`config.mk`:
```
export PLATFORM = sky130hd
export DESIGN_NAME = red_target_tracker
export DESIGN_NICKNAME = d
export VERILOG_FILES = /design/src/rtl/red_target_tracker.sv
export SDC_FILE = /design/constraint.sdc
export NUM_CORES = 1
export LEC_CHECK = 0
export ABC_AREA = 1
export ABC_CLOCK_PERIOD_IN_PS = 3700
export BUFFER_PORTS_ARGS = -buffer_cell sky130_fd_sc_hd__buf_2
export CORE_MARGIN = 1.5
export CORE_UTILIZATION = 30
export DETAILED_ROUTE_END_ITERATION = 8
export SYNTH_ARGS = -nofsm -noshare
export SYNTH_HDL_FRONTEND = slang
export SYNTH_SLANG_ARGS = --single-unit
export TNS_END_PERCENT = 20
```
`constraint.sdc`:
```
create_clock -name clk -period 3.7 [get_ports clk]
set_input_delay 0.185 -clock clk [delete_from_list [all_inputs] [get_ports clk]]
set_output_delay 0.185 -clock clk [all_outputs]
set_load 0.01 [all_outputs]
```
`src/rtl/red_target_tracker.sv`:
```
// Red-object tracker: classifies RGB444 pixels as red, accumulates a per-frame bounding box
// and count, and publishes the box centre once per frame with loss hysteresis.
module red_target_tracker #(
  parameter int R_MIN       = 8,
  parameter int GB_MAX      = 5,
  parameter int MIN_PIXELS  = 64,
  parameter int LOST_FRAMES = 3,
  parameter int CNT_W       = 17
) (
  input  logic             clk,
  input  logic             reset,
  input  logic             pix_valid,
  input  logic [9:0]       x_pixel,
  input  logic [9:0]       y_pixel,
  input  logic [11:0]      pix_rgb,
  input  logic             frame_done,
  output logic [9:0]       aim_x,
  output logic [9:0]       aim_y,
  output logic             aim_detected,
  output logic [11:0]      box_x_min,
  output logic [11:0]      box_x_max,
  output logic [11:0]      box_y_min,
  output logic [11:0]      box_y_max,
  output logic [CNT_W-1:0] red_count,
  output logic             result_valid
);

  localparam int MISS_W = $clog2(LOST_FRAMES + 1);
  localparam logic [CNT_W-1:0]  MIN_CNT  = CNT_W'(MIN_PIXELS);
  localparam logic [MISS_W-1:0] LOST_CNT = MISS_W'(LOST_FRAMES);
  localparam logic [3:0]        R_LIM    = 4'(R_MIN);
  localparam logic [3:0]        GB_LIM   = 4'(GB_MAX);

  typedef enum logic {ACCUM, COMMIT} state_t;
  state_t state_reg, state_next;
  logic   commit;

  logic [3:0] r_nib, g_nib, b_nib;
  logic       is_red;

  assign r_nib = pix_rgb[11:8];
  assign g_nib = pix_rgb[7:4];
  assign b_nib = pix_rgb[3:0];
  assign is_red = pix_valid && (r_nib >= R_LIM) && (g_nib <= GB_LIM) && (b_nib <= GB_LIM)
                  && (r_nib > g_nib) && (r_nib > b_nib);

  always_ff @(posedge clk) begin
    if (reset) state_reg <= ACCUM;
    else       state_reg <= state_next;
  end

  // frame_done is only acted on in ACCUM, so a pulse landing in COMMIT is dropped
  always_comb begin
    state_next = state_reg;
    commit     = 1'b0;
    case (state_reg)
      ACCUM:   if (frame_done) state_next = COMMIT;
      COMMIT: begin
        commit     = 1'b1;
        state_next = ACCUM;
      end
      default: state_next = ACCUM;
    endcase
  end

  logic [9:0]       xmin_reg, xmax_reg, ymin_reg, ymax_reg;
  logic [9:0]       xmin_base, xmax_base, ymin_base, ymax_base;
  logic [9:0]       xmin_next, xmax_next, ymin_next, ymax_next;
  logic [CNT_W-1:0] cnt_reg, cnt_base, cnt_next;

  // During COMMIT the merge starts from the init values, so a red pixel in that cycle
  // lands in the next frame instead of being lost
  always_comb begin
    xmin_base = commit ? 10'h3FF : xmin_reg;
    ymin_base = commit ? 10'h3FF : ymin_reg;
    xmax_base = commit ? 10'h000 : xmax_reg;
    ymax_base = commit ? 10'h000 : ymax_reg;
    cnt_base  = commit ? '0 : cnt_reg;
    xmin_next = xmin_base;
    ymin_next = ymin_base;
    xmax_next = xmax_base;
    ymax_next = ymax_base;
    cnt_next  = cnt_base;
    if (is_red) begin
      if (x_pixel < xmin_base) xmin_next = x_pixel;
      if (x_pixel > xmax_base) xmax_next = x_pixel;
      if (y_pixel < ymin_base) ymin_next = y_pixel;
      if (y_pixel > ymax_base) ymax_next = y_pixel;
      if (cnt_base != '1)      cnt_next  = cnt_base + 1'b1;
    end
  end

  always_ff @(posedge clk) begin
    if (reset) begin
      xmin_reg <= 10'h3FF;
      ymin_reg <= 10'h3FF;
      xmax_reg <= 10'h000;
      ymax_reg <= 10'h000;
      cnt_reg  <= '0;
    end else begin
      xmin_reg <= xmin_next;
      ymin_reg <= ymin_next;
      xmax_reg <= xmax_next;
      ymax_reg <= ymax_next;
      cnt_reg  <= cnt_next;
    end
  end

  logic [10:0]       sum_x, sum_y;
  logic [MISS_W-1:0] miss_cnt_reg, miss_inc;
  logic              hit;

  assign sum_x    = {1'b0, xmin_reg} + {1'b0, xmax_reg};
  assign sum_y    = {1'b0, ymin_reg} + {1'b0, ymax_reg};
  assign hit      = (cnt_reg >= MIN_CNT);
  assign miss_inc = (miss_cnt_reg == LOST_CNT) ? miss_cnt_reg : miss_cnt_reg + 1'b1;

  always_ff @(posedge clk) begin
    if (reset) begin
      aim_x        <= 10'd320;
      aim_y        <= 10'd240;
      box_x_min    <= '0;
      box_x_max    <= '0;
      box_y_min    <= '0;
      box_y_max    <= '0;
      aim_detected <= 1'b0;
      red_count    <= '0;
      result_valid <= 1'b0;
      miss_cnt_reg <= '0;
    end else begin
      result_valid <= commit;
      if (commit) begin
        red_count <= cnt_reg;
        if (hit) begin
          box_x_min    <= {2'b00, xmin_reg};
          box_x_max    <= {2'b00, xmax_reg};
          box_y_min    <= {2'b00, ymin_reg};
          box_y_max    <= {2'b00, ymax_reg};
          aim_x        <= sum_x[10:1];
          aim_y        <= sum_y[10:1];
          aim_detected <= 1'b1;
          miss_cnt_reg <= '0;
        end else begin
          miss_cnt_reg <= miss_inc;
          if (miss_inc == LOST_CNT) aim_detected <= 1'b0;
        end
      end
    end
  end

endmodule

```
==> impl_metrics.py <==
metrics = {
    "hold_path": {
        "holdCritPathClass": "primary input to register",
    },
    "floorplan": {
        "rows": 58,
        "initial_utilization_pct": 30.8,
        "core_sq_mm": 0.0254,
        "pin_count": 123,
        "die_y_um": 164,
        "chipWidth_um": 164,
        "die_area_sq_mm": 0.0270,
    },
    "critical_path": {
        "required_ps": 4010,
        "start_kind": "register",
        "slowest_stage": "nand3_1",
        "cp_cell_sequence": "inv_2 > nand2_1 > ha_1 > nand2_1 > nor2_1 > nand3_1 > nand3_1 > nand3_1 > nor2_1 > nor2_1",
        "worstPathMaxFanout": 22,
        "cp_top_family": "simple AND/OR/NAND/NOR gates",
        "crit_type": "register to register",
        "cp-end-kind": "register",
        "arrival_ps": 2880,
        "crit_buf_inv": 1,
        "critPathMaxStageDelay_ps": 510,
    },
    "timing": {
        "rsz0062_at_grt": "no",
        "min_period_ps": 2570,
        "skew_ps": 13.3,
        "fin_hold_ws_ps": 23.8,
        "slew_headroom_pct": 47.1,
        "finalHoldViolCount": 0,
        "setup_viol": 0,
        "tightest_slew_ps": 790,
        "slew_violations": 0,
        "fmax_ghz": 0.389,
        "min_period_over_period_pct": 69.5,
        "setup_tns_ps": 0,
    },
    "clock_tree": {
        "cts_root_buffer": "clkbuf_16",
        "ctsHoldBuffers": 0,
        "clock_path_buffers": 2,
        "clk_pin_slew_worst_paths_ps": 60,
        "htree_levels": 4,
        "worst_skew_pair.late_latency_ps": 430,
        "numCtsBuffers": 17,
        "ctsResizeCount": 0,
        "cts_tree": "yes",
        "cts_setup_buffers": 0,
        "cts_sinks": 139,
    },
    "finish": {
        "synthToLayoutAreaGrowth_pct": 17.7,
        "fin_cells": 1576,
        "n_antenna_cell": 0,
        "layout_common_cells": "nand2_1 (327), nand3_1 (150), dfxtp_1 (139)",
        "nFillCells": 2745,
        "fin_area_sq_mm": 0.00920,
        "layout.nets": 1336,
        "drive_gt1_share_pct": 14.7,
        "final_common_cell": "nand2_1",
    },
    "place": {
        "hpwl_um": 16100,
        "place.gp.congestion": 0.864,
        "io_buffers": 114,
        "placed_cell_area_sq_mm": 0.00860,
        "placed_cells": 1544,
    },
    "yosys": {
        "syn-instance-count": 1142,
        "yosysSeqAreaShare_pct": 35.6,
        "yosysWarnings": 0,
        "avgSynthCellArea_sq_um": 6.85,
        "synth_cell_type_count": 35,
        "synth_area_sq_mm": 0.00782,
        "synth-seq-cells": 139,
    },
    "drt": {
        "ant_nets": 0,
        "drc": 0,
        "vias": 7539,
        "dr.pass1.iters": 5,
        "drt_iter0_drc": 565,
        "drt-wirelength-per-cell_um": 13.9,
        "routed_wl_um": 21900,
        "vias_per_cell": 4.78,
    },
    "power_and_ir_drop": {
        "clock_power_share_pct": 51.0,
        "internal_power_uw": 2580,
        "swShare_pct": 25.7,
        "pwr-share-comb_pct": 5.7,
        "power_leakage_uw": 0.00474,
        "vdd_drop_max_v": 0.000319,
        "p_per_area_mw_per_mm2": 377,
        "p_seq_share_pct": 43.4,
        "power.switching_uw": 891,
    },
    "flow_run": {
        "drv_cap": 0,
    },
    "grt": {
        "grt_pass1_wl_um": 36000,
        "grt_overflow_total": 0,
        "antenna_found_initial": 0,
        "grtUsageTotal_pct": 16.9,
        "first_global_vias": 7056,
        "grt_max_degree": 62,
    },
    "run_status": {
        "status": "finished clean",
    },
}
-- kinds of logic (layout without fill, tap and decap cells) --
kind of cell	count (synthesis)	in the layout	synth area share (%)
AOI/OAI and AO/OA	117	117	8.05
xor gates and xnor gates	11	11	1.23
adders and majority gates	67	67	10.9
buffers and inverters	164	261	8.92
and+or+nand+nor	643	643	35.2
other	1	8	0.0480
DFF	139	139	35.6
-- area by class of cell --
type                            count  area, sq um  share of cell area, %
Clock buffer                       17          425                   4.62
Clock inverter                     15          180                   1.96
Inverter                          108          407                   4.42
Multi-Input combinational cell    846         4370                   47.5
Sequential cell                   139         2780                   30.2
Tap cell                          330          413                   4.49
Timing Repair Buffer              121          623                   6.77
-- worst paths after layout --
check	cells after the start	end	slack, ps	startpoint
max	10	ymax_reg[8]	1130	state_reg
min	3	state_reg	20	frame_done
max reg2reg	10	ymax_reg[8]	1130	state_reg
min reg2reg	2	box_x_max[2]	460	box_x_max[2]
-- synthesized netlist by cell type, drive strengths merged --
cell	n	area [sq um]
o21bai	6	45.0
a21oi	51	255
inv	108	405
clkbuf	21	78.8
xor2	7	61.3
o21a	3	22.5
buf	35	213
o21ai	47	235
conb	1	3.75
fa	2	40.0
o211ai	1	7.51
or2	1	6.26
nand3	155	808
nand2	333	1260
o22ai	1	6.26
nor2	134	551
a21boi	2	15.0
nand4	17	113
a31oi	2	12.5
dfxtp	139	2780
a21o	4	30.0
nor3	3	15.0
xnor2	4	35.0
ha	65	813
-- tightest hold or removal path: cells and delay by family --
kind                   cells  cell delay (ps)
and+or+nand+nor            1               60
buffers and inverters      2              150
-- stage by stage --
stage / total power [uW] / utilization, % / worst slack (ps)
after CTS: 3510 / 36.2 / 1140
after global routing: 3600 / 36.2 / 781
after global placement: 1730 / 33.8 / 1190
after detailed placement: 1740 / 33.8 / 1160
final: 3470 / 36.2 / 1130
after floorplan: 1670 / - / 1490
-- layer usage --
metal  track usage (%)  vias to the layer above  part of all wire [%]
li1                  -                     3878                     -
met1              23.7                     3435                    50
met2              26.1                      204                    43
met3              3.01                       22                   5.5
met4              5.41                        0                   1.6
met5                 0                        -                     0
-- power groups by stage --
stage,Combinational [uW],Clock [uW],Sequential [uW]
final,198,1770,1510
after global placement,194,0,1540
after global routing,225,1870,1510
after floorplan,134,0,1540
after CTS,198,1800,1510
after detailed placement,197,0,1540
(Power assumes the default switching activity.)
